### config.mk
export PLATFORM = sky130hd
export DESIGN_NAME = ifu
export DESIGN_NICKNAME = d
export VERILOG_FILES = /design/src/rtl/ifu_pkg.sv /design/src/rtl/ifu_fifo.sv /design/src/rtl/ifu.sv
export SDC_FILE = /design/constraint.sdc
export NUM_CORES = 1
export LEC_CHECK = 0
export CORE_MARGIN = 2
export CORE_UTILIZATION = 39
export DETAILED_ROUTE_END_ITERATION = 7
export SKIP_CTS_REPAIR_TIMING = 1
export SYNTH_ARGS = -nofsm -noshare
export SYNTH_HDL_FRONTEND = slang
export SYNTH_HIERARCHICAL = 1
export SYNTH_SLANG_ARGS = --single-unit
### constraint.sdc
create_clock -name clk -period 10.95 [get_ports clk]
set_clock_uncertainty 0.1 [all_clocks]
set_input_delay 1.6425 -clock clk [delete_from_list [all_inputs] [get_ports clk]]
set_output_delay 1.6425 -clock clk [all_outputs]
set_load 0.05 [all_outputs]
### src/rtl/ifu_pkg.sv
// ---------------------------------------------------------------------------
// ifu_pkg: shared pipeline types for the instruction fetch unit.
//   XLEN            datapath / PC width
//   decode_signals  {instr, curr_pc, inc_pc} bundle handed to the decoder
//   ifu_state_e     fetch FSM state (RUN / FLUSH)
// ---------------------------------------------------------------------------
package ifu_pkg;

    localparam int XLEN = 32;

    typedef struct packed {
        logic [31:0]     instr;
        logic [XLEN-1:0] curr_pc;
        logic [XLEN-1:0] inc_pc;
    } decode_signals;

    // RUN: every response is kept. FLUSH: stale responses are still owed.
    typedef enum logic [0:0] {
        RUN   = 1'b0,
        FLUSH = 1'b1
    } ifu_state_e;

endpackage

### src/rtl/ifu_fifo.sv
// ---------------------------------------------------------------------------
// ifu_fifo: synchronous FIFO of DEPTH entries of type T (DEPTH power of two).
//   clk, rst_n      clock, asynchronous active-low reset
//   push_i/data_i   write an entry (accepted when not full, or full with pop)
//   pop_i           drop the head entry (ignored when empty)
//   flush_i         empty the FIFO; overrides push and pop in the same cycle
//   head_o          head entry, all-zero while empty
//   full_o/empty_o  occupancy flags
//   count_o         number of stored entries
// ---------------------------------------------------------------------------
module ifu_fifo
    import ifu_pkg::*;
#(
    parameter type T      = decode_signals,
    parameter int  DEPTH  = 2,
    localparam int CW     = $clog2(DEPTH + 1),
    localparam int PW     = (DEPTH > 1) ? $clog2(DEPTH) : 1
) (
    input  logic          clk,
    input  logic          rst_n,
    input  logic          push_i,
    input  T              data_i,
    input  logic          pop_i,
    input  logic          flush_i,
    output T              head_o,
    output logic          full_o,
    output logic          empty_o,
    output logic [CW-1:0] count_o
);

    T              mem_q [DEPTH];
    logic [PW-1:0] rd_ptr_q, rd_ptr_d;
    logic [PW-1:0] wr_ptr_q, wr_ptr_d;
    logic [CW-1:0] count_q, count_d;
    logic          do_push, do_pop;

    assign full_o  = (count_q == CW'(DEPTH));
    assign empty_o = (count_q == '0);
    assign count_o = count_q;

    assign do_pop  = pop_i && !empty_o;
    // A push into a full FIFO is fine when the head leaves in the same cycle.
    assign do_push = push_i && (!full_o || do_pop);

    // Zero the head while empty so the consumer never sees stale contents.
    always_comb begin
        head_o = '0;
        if (!empty_o) begin
            head_o = mem_q[rd_ptr_q];
        end
    end

    always_comb begin
        rd_ptr_d = rd_ptr_q;
        wr_ptr_d = wr_ptr_q;
        count_d  = count_q;
        if (flush_i) begin
            rd_ptr_d = '0;
            wr_ptr_d = '0;
            count_d  = '0;
        end else begin
            if (do_push) wr_ptr_d = wr_ptr_q + PW'(1);
            if (do_pop)  rd_ptr_d = rd_ptr_q + PW'(1);
            count_d = count_q + CW'(do_push) - CW'(do_pop);
        end
    end

    always_ff @(posedge clk or negedge rst_n) begin
        if (!rst_n) begin
            rd_ptr_q <= '0;
            wr_ptr_q <= '0;
            count_q  <= '0;
        end else begin
            rd_ptr_q <= rd_ptr_d;
            wr_ptr_q <= wr_ptr_d;
            count_q  <= count_d;
        end
    end

    // Storage needs no reset: head_o is masked while the FIFO is empty.
    always_ff @(posedge clk) begin
        if (do_push && !flush_i) begin
            mem_q[wr_ptr_q] <= data_i;
        end
    end

endmodule

### src/rtl/ifu.sv
// ---------------------------------------------------------------------------
// ifu: instruction fetch unit feeding the decoder.
//   clk, rst_n                      clock, asynchronous active-low reset
//   imem_req_valid/ready, imem_addr word fetch request channel
//   imem_rsp_valid, imem_rsp_data   in-order response channel
//   redirect_valid, redirect_pc     PC change from execute
//   signals_out, out_valid/ready    {instr, curr_pc, inc_pc} to decode
//   dbg_state_o                     current fetch FSM state
//
// Handshakes: a transfer happens on a rising edge where valid and ready are
// both high; valid does not depend on ready of the same channel, and a
// request, once valid, keeps its address until accepted or redirected.
// ---------------------------------------------------------------------------
module ifu
    import ifu_pkg::*;
#(
    parameter logic [XLEN-1:0] RESET_PC = '0,
    parameter int              DEPTH    = 2
) (
    input  logic            clk,
    input  logic            rst_n,
    output logic            imem_req_valid,
    input  logic            imem_req_ready,
    output logic [XLEN-1:0] imem_addr,
    input  logic            imem_rsp_valid,
    input  logic [31:0]     imem_rsp_data,
    input  logic            redirect_valid,
    input  logic [XLEN-1:0] redirect_pc,
    output decode_signals   signals_out,
    output logic            out_valid,
    input  logic            out_ready,
    output ifu_state_e      dbg_state_o
);

    localparam int CW = $clog2(DEPTH + 1);

    logic            active_q;
    logic [XLEN-1:0] fetch_pc_q, fetch_pc_d;
    logic [XLEN-1:0] rsp_pc_q, rsp_pc_d;
    logic [CW-1:0]   outstanding_q, outstanding_d;
    logic [CW-1:0]   drop_q, drop_d;
    ifu_state_e      state_q, state_d;

    logic [CW-1:0]   fifo_count;
    logic            fifo_full, fifo_empty;
    logic            req_fire, push, pop;
    logic [CW:0]     occupancy;
    logic [XLEN-1:0] redirect_tgt;
    decode_signals   push_data;

    // Misaligned redirect targets are silently rounded down to a word.
    assign redirect_tgt = {redirect_pc[XLEN-1:2], 2'b00};

    // A redirect flushes the FIFO, so a pop in that cycle does not happen.
    assign pop = out_valid && out_ready && !redirect_valid;

    // Credit counts the entry leaving the FIFO this cycle as already free,
    // which lets a DEPTH=2 buffer sustain one instruction per cycle. The
    // registered sum still never exceeds DEPTH.
    assign occupancy = (CW+1)'(outstanding_q) + (CW+1)'(fifo_count) - (CW+1)'(pop);

    // active_q keeps the request channel quiet while reset is applied.
    assign imem_req_valid = active_q && !redirect_valid && (occupancy < (CW+1)'(DEPTH));
    assign imem_addr      = fetch_pc_q;
    assign req_fire       = imem_req_valid && imem_req_ready;

    // In FLUSH every arriving response is stale; in the redirect cycle the
    // arriving response belongs to the old path as well.
    assign push = imem_rsp_valid && (state_q == RUN) && !redirect_valid;

    always_comb begin
        push_data.instr   = imem_rsp_data;
        push_data.curr_pc = rsp_pc_q;
        push_data.inc_pc  = rsp_pc_q + XLEN'(4);
    end

    always_comb begin
        fetch_pc_d    = fetch_pc_q;
        rsp_pc_d      = rsp_pc_q;
        drop_d        = drop_q;
        state_d       = state_q;
        outstanding_d = outstanding_q + CW'(req_fire) - CW'(imem_rsp_valid);

        if (req_fire) begin
            fetch_pc_d = fetch_pc_q + XLEN'(4);
        end

        if (redirect_valid) begin
            fetch_pc_d = redirect_tgt;
            rsp_pc_d   = redirect_tgt;
            // Every request still in flight after this cycle is stale.
            drop_d     = outstanding_q - CW'(imem_rsp_valid);
            state_d    = (drop_d != '0) ? FLUSH : RUN;
        end else begin
            case (state_q)
                RUN: begin
                    if (imem_rsp_valid) rsp_pc_d = rsp_pc_q + XLEN'(4);
                end
                FLUSH: begin
                    if (imem_rsp_valid) begin
                        drop_d = drop_q - CW'(1);
                        if (drop_q == CW'(1)) state_d = RUN;
                    end
                end
            endcase
        end
    end

    always_ff @(posedge clk or negedge rst_n) begin
        if (!rst_n) begin
            active_q      <= 1'b0;
            fetch_pc_q    <= RESET_PC;
            rsp_pc_q      <= RESET_PC;
            outstanding_q <= '0;
            drop_q        <= '0;
            state_q       <= RUN;
        end else begin
            active_q      <= 1'b1;
            fetch_pc_q    <= fetch_pc_d;
            rsp_pc_q      <= rsp_pc_d;
            outstanding_q <= outstanding_d;
            drop_q        <= drop_d;
            state_q       <= state_d;
        end
    end

    ifu_fifo #(
        .T     (decode_signals),
        .DEPTH (DEPTH)
    ) u_fifo (
        .clk     (clk),
        .rst_n   (rst_n),
        .push_i  (push),
        .data_i  (push_data),
        .pop_i   (pop),
        .flush_i (redirect_valid),
        .head_o  (signals_out),
        .full_o  (fifo_full),
        .empty_o (fifo_empty),
        .count_o (fifo_count)
    );

    assign out_valid   = !fifo_empty;
    assign dbg_state_o = state_q;

    a_credit: assert property (@(posedge clk) disable iff (!rst_n)
        ({1'b0, outstanding_q} + {1'b0, fifo_count}) <= (CW+1)'(DEPTH));

    a_no_overflow: assert property (@(posedge clk) disable iff (!rst_n)
        !(push && fifo_full && !pop));

    a_state_drop: assert property (@(posedge clk) disable iff (!rst_n)
        (state_q == FLUSH) == (drop_q != '0));

endmodule

=== Word level (Yosys, flattened, before mapping) ===
Memory sizes are Yosys's and may differ from the RTL's.
Cells that the tools add are included.
W data, S select, Z words.

* Add/sub/neg operators: 12
* Multiply operators: 0
* Div/mod/pow operators: 0
* Order comparisons: 1
* Eq/ne operators: 3
* Shifts and indexed selects: 0
* Muxes and demuxes: 21
* Bitwise gates (word level): 1
* Reduce and logical (&&, ||, !) cells: 23

{| class="wikitable"
|+ Operators by type and width
! kind !! number
|-
| $mux W32 || 5
|-
| $mux W96 || 1
|-
| $add A32 B3 Y32 const B || 2
|-
| $reduce_bool A2 Y1 || 6
|-
| $mux W1 || 11
|-
| $logic_and A1 B1 Y1 || 10
|-
| $mux W2 || 4
|-
| $sub A2 B1 Y2 || 3
|-
| $add A2 B1 Y2 || 2
|-
| $reduce_and A2 Y1 || 2
|-
| $add A2 B2 Y3 || 1
|-
| $logic_not A1 Y1 || 3
|-
| $lt A3 B2 Y1 const B || 1
|-
| $sub A3 B1 Y3 || 1
|-
| $add A1 B1 Y1 const B || 2
|-
| $eq A2 B1 Y1 const B || 1
|-
| $eq A2 B2 Y1 const B || 1
|-
| $logic_not A2 Y1 || 1
|-
| $ne A2 B2 Y1 const B || 1
|-
| $sub A2 B1 Y2 const B || 1
|-
| $logic_or A1 B1 Y1 || 1
|-
| $not A1 Y1 || 1
|}

* Flip-flop bits (word level): 74
* Bits in latches: 0
* RAM bits: 192
* Bits in read-only memories: 0
* Bits of input ports: 70
* Output and inout port bits: 131
* Logic and storage cells: 71
* Memories: 1

{| class="wikitable"
|+ Memories
! memory !! depth !! bits a word !! rd ports !! clocked after Yosys merged registers in !! wr ports !! line !! text
|-
| u_fifo.mem_q || 2 || 96 || 1 || 0 || 1 || ifu_fifo.sv:31 || <nowiki>T mem_q [DEPTH];</nowiki>
|}

=== Longest topological paths before layout ===
* Depth after elaboration: 10
* Depth in mapped cells: 16
* Gate-level depth less buffers: 14

=== By module ===
Netlist, hierarchy kept.

{| class="wikitable"
|+ Modules (own cells, without submodules)
! module !! instances !! cells each !! area an instance (um^2) !! sequential area each (um^2)
|-
| ifu_fifo || 1 || 432 || 7505.9 || 5865.6
|-
| ifu || 1 || 487 || 4350.4 || 1651.6
|}

=== Worst setup path after synthesis ===
OpenSTA, ideal clock, no wires.

* Path type: input port to flip-flop
* Start point: input port imem_rsp_valid
* End point: memory u_fifo/mem_q[1][0] in the netlist's numbering, enable pin
* Library setup time: 0.688 ns
* Arrival: 9.383 ns
* Data required time: 10.162 ns
* Slack: 0.779 ns
* Stages on the path: 6
* Buffers on the path: 2
* Cells stage by stage: nand2b_1 clkbuf_1 clkbuf_1 nor2_1 o21ai_2 nor3b_1

* Longest elaborated chain between the ends: 6

{| class="wikitable"
|+ Ends and longest elaborated chain
! what !! line !! text
|-
| from (decl) || ifu.sv:25 || <nowiki>input logic imem_rsp_valid,</nowiki>
|-
| $logic_and A1 B1 Y1 (2 in a row) || ifu.sv:69 || <nowiki>assign push = imem_rsp_valid && (state_q == RUN) && !redirect_valid;</nowiki>
|-
| via push || ifu.sv:46 || <nowiki>logic req_fire, push, pop;</nowiki>
|-
| $logic_and A1 B1 Y1 || ifu_fifo.sv:43 || <nowiki>assign do_push = push_i && (!full_o || do_pop);</nowiki>
|-
| $logic_and A1 B1 Y1 || ifu_fifo.sv:82 || <nowiki>if (do_push && !flush_i) begin</nowiki>
|-
| $mux W1 || ifu_fifo.sv:82 ||
|-
| $mux W1 (not written as such) || ifu_fifo.sv:83 || <nowiki>mem_q[wr_ptr_q] <= data_i;</nowiki>
|-
| to (decl) || ifu_fifo.sv:31 ||
|}

The timed path passes the listed nets, and every way through them passes these cells.

=== Worst setup path in the final report ===
* Start point: input port redirect_valid
* End point: output port imem_req_valid

* Longest elaborated chain between the ends: 5
* Elaborated cells between the ends (all ways): 6
* Classes of those cells: add/sub (1); order compare (1); reduce/logical (4)

{| class="wikitable"
|+ Ends and longest elaborated chain
! what !! line !! text
|-
| from (decl) || ifu.sv:27 || <nowiki>input logic redirect_valid,</nowiki>
|-
| $logic_not A1 Y1 || ifu.sv:55 || <nowiki>assign pop = out_valid && out_ready && !redirect_valid;</nowiki>
|-
| $logic_and A1 B1 Y1 || ifu.sv:55 ||
|-
| via pop || ifu.sv:46 ||
|-
| $sub A3 B1 Y3 || ifu.sv:60 || <nowiki>assign occupancy = (CW+1)'(outstanding_q) + (CW+1)'(fifo_count) - (CW+1)'(pop);</nowiki>
|-
| $lt A3 B2 Y1 || ifu.sv:63 || <nowiki>assign imem_req_valid = active_q && !redirect_valid && (occupancy < (CW+1)'(DEPTH));</nowiki>
|-
| $logic_and A1 B1 Y1 || ifu.sv:63 ||
|-
| to (decl) || ifu.sv:22 || <nowiki>output logic imem_req_valid,</nowiki>
|}

The timed path passes the listed nets, and every way through them passes these cells.

==> flow_metrics.env <==
export IMPL_dr_first_iter_drc_count=454
export IMPL_portBuffers=196
export IMPL_grt_ovfl_total=0
export IMPL_setup_viol=0
export IMPL_hp_class="register to register"
export IMPL_worst_pin_slew_ns=1.04
export IMPL_place_ws_ns=3.64
export IMPL_synthesis_area_um2=11900
export IMPL_clock_fmax_ghz=0.137
export IMPL_tritoncts_num_buffers=29
export IMPL_clk_path_buf_depth=3
export IMPL_worstSkewPairLatency_ns=0.55
export IMPL_met3_usage_pct=2.69
export IMPL_required_ns=9.21
export IMPL_synth_warning_count=6
export IMPL_die_area_um2=31800
export IMPL_p_leak_nw=4.98
export IMPL_fp_dieW_um=178
export IMPL_synthCells=918
export IMPL_critPathMaxFanout=60
export IMPL_final_hold_viol_count=0
export IMPL_rsz0062_at_grt="false"
export IMPL_grt_busiest_layer="met1"
export IMPL_place_inst=1472
export IMPL_final_area_um2=15000
export IMPL_die_h_um=178
export IMPL_cts_tree="yes"
export IMPL_start_util_pct=39.8
export IMPL_grt_usage_pct=17.0
export IMPL_outcome="finished, final reports clean"
export IMPL_io_pins=201
export IMPL_start_kind="input pin"
export IMPL_grt_max_degree=81
export IMPL_rows=63
export IMPL_relSlewSlack_pct=30.8
export IMPL_place_congestion=0.846
export IMPL_clk_pin_slew_ns=0.05
export IMPL_fin_crit_ns=7.28
export IMPL_setup_ws_ns=3.67
export IMPL_holdWs_ns=0.448
export IMPL_wire_per_inst_um=17.8
export IMPL_antenna_found_initial=0
export IMPL_grt_util_met1_pct=25.8
export IMPL_drc=0
export IMPL_root_buffer="clkbuf_16"
export IMPL_area_growth_pct=26.8
export IMPL_stdcell_count=1526
export IMPL_grtUsageMet2_pct=25.3
export IMPL_core_area_um2=29800
export IMPL_nets=1193
export IMPL_vias=7717
export IMPL_ant_nets=0
export IMPL_htree_levels=1
export IMPL_ir_drop_mv=0.113
export IMPL_vias_per_cell=5.06
export IMPL_grt_pass1_vias=7547
export IMPL_clock_sinks=262
export IMPL_placed_area_um2=14100
export IMPL_cap_violations=0
export IMPL_diodes=0
export IMPL_drive_above_1_share_pct=7.22
export IMPL_avgSynthCellArea_um2=12.9
export IMPL_setup_tns_ns=0
export IMPL_slew_violations=0
export IMPL_fin_crit_sh_pct=66.4
export IMPL_critPathArrivalTime_ns=5.53
export IMPL_final_util_pct=50.4
export IMPL_grt_pass1_wl_um=42100
export IMPL_end_kind="primary output"
export IMPL_power_mw=2.62
export IMPL_drtPass1Iterations=4
export IMPL_path_class="input pin to primary output"
export IMPL_drt_total_wl_um=27200
export IMPL_post_dp_hpwl_um=17800
export IMPL_powerDensity_nw_per_um2=175
cell usage in the layout (no fill, tap or decap), types with 4 or more instances in the layout:
master             n
clkbuf_8           5
and3_1            10
nor3_2             4
nor4_1             5
nor2_1           126
o311ai_0          12
a21oi_1            8
nand4_1           22
conb_1            11
and2_1             6
a31oi_1            4
ha_1               9
xnor2_1           35
a41oi_1            5
mux2_2            10
clkbuf_16         29
nand2b_1           8
mux2i_1           97
inv_1             12
nor2b_1            6
nor3_1            13
clkbuf_1          13
o21ai_0           37
xor2_1            37
nand2_1           66
clkdlybuf4s50_1  194
a21boi_0           7
nor4_2             7
o211ai_1           8
and4_1             5
buf_4              8
edfxtp_1         192
nand3_1           22
dfrtp_1           69
state kept, by name (all words and copies together) (netlist names):
register         flops
active_q             1
dbg_state_o          1
drop_q               2
imem_addr           30
outstanding_q        2
rsp_pc_q            30
u_fifo/count_o       2
u_fifo/mem_q       192
u_fifo/rd_ptr_q      1
u_fifo/wr_ptr_q      1
path summary, 6_finish.rpt:
| check | endpoint | slack [ns] | cells past startpoint | start |
|---|---|---|---|---|
| max | imem_req_valid | 3.67 | 10 | redirect_valid |
| min | outstanding_q[0] | 0.45 | 1 | outstanding_q[0] |
| max reg2reg | outstanding_q[1] | 6.71 | 14 | u_fifo/count_o[1] |
| min reg2reg | outstanding_q[0] | 0.45 | 1 | outstanding_q[0] |
| max in group asynchronous | u_fifo/rd_ptr_q | 8.83 | 2 | rst_n |
| min in group asynchronous | outstanding_q[0] | 1.22 | 2 | rst_n |
power by group:
| part | leakage, nW | internal, mW | switching, mW |
|---|---|---|---|
| registers | 2.57 | 1.13 | 0.0678 |
| logic | 1.97 | 0.174 | 0.331 |
| clock network | 0.438 | 0.547 | 0.371 |
| total | 4.98 | 1.85 | 0.769 |
layer usage:
layer | part of all wire (%) | wire (um)
met5 | 0 | 0
met4 | 1.8 | 489
met3 | 6.2 | 1680
met2 | 44 | 11900
met1 | 48 | 13100
worst max-delay path: stages:
cell and delay (ns):
buf_2 0.09, buf_4 0.30, inv_1 0.84, and3_1 0.45, ha_1 0.28, nand2b_1 0.15, fa_1 0.38, xnor2_1 0.52
nor3_1 0.13, clkdlybuf4s50_1 0.73
final cells by class:
| type | instances | area [um2] |
|---|---|---|
| tap | 390 | 488 |
| sequential | 262 | 7520 |
| inverter | 13 | 48.8 |
| fill | 2638 | 14800 |
| clock buffer | 47 | 843 |
| multi-input combinational | 603 | 4050 |
| clock inverter | 7 | 63.8 |
| timing repair buffer | 204 | 2010 |
Power figures use the tool's default switching activity.
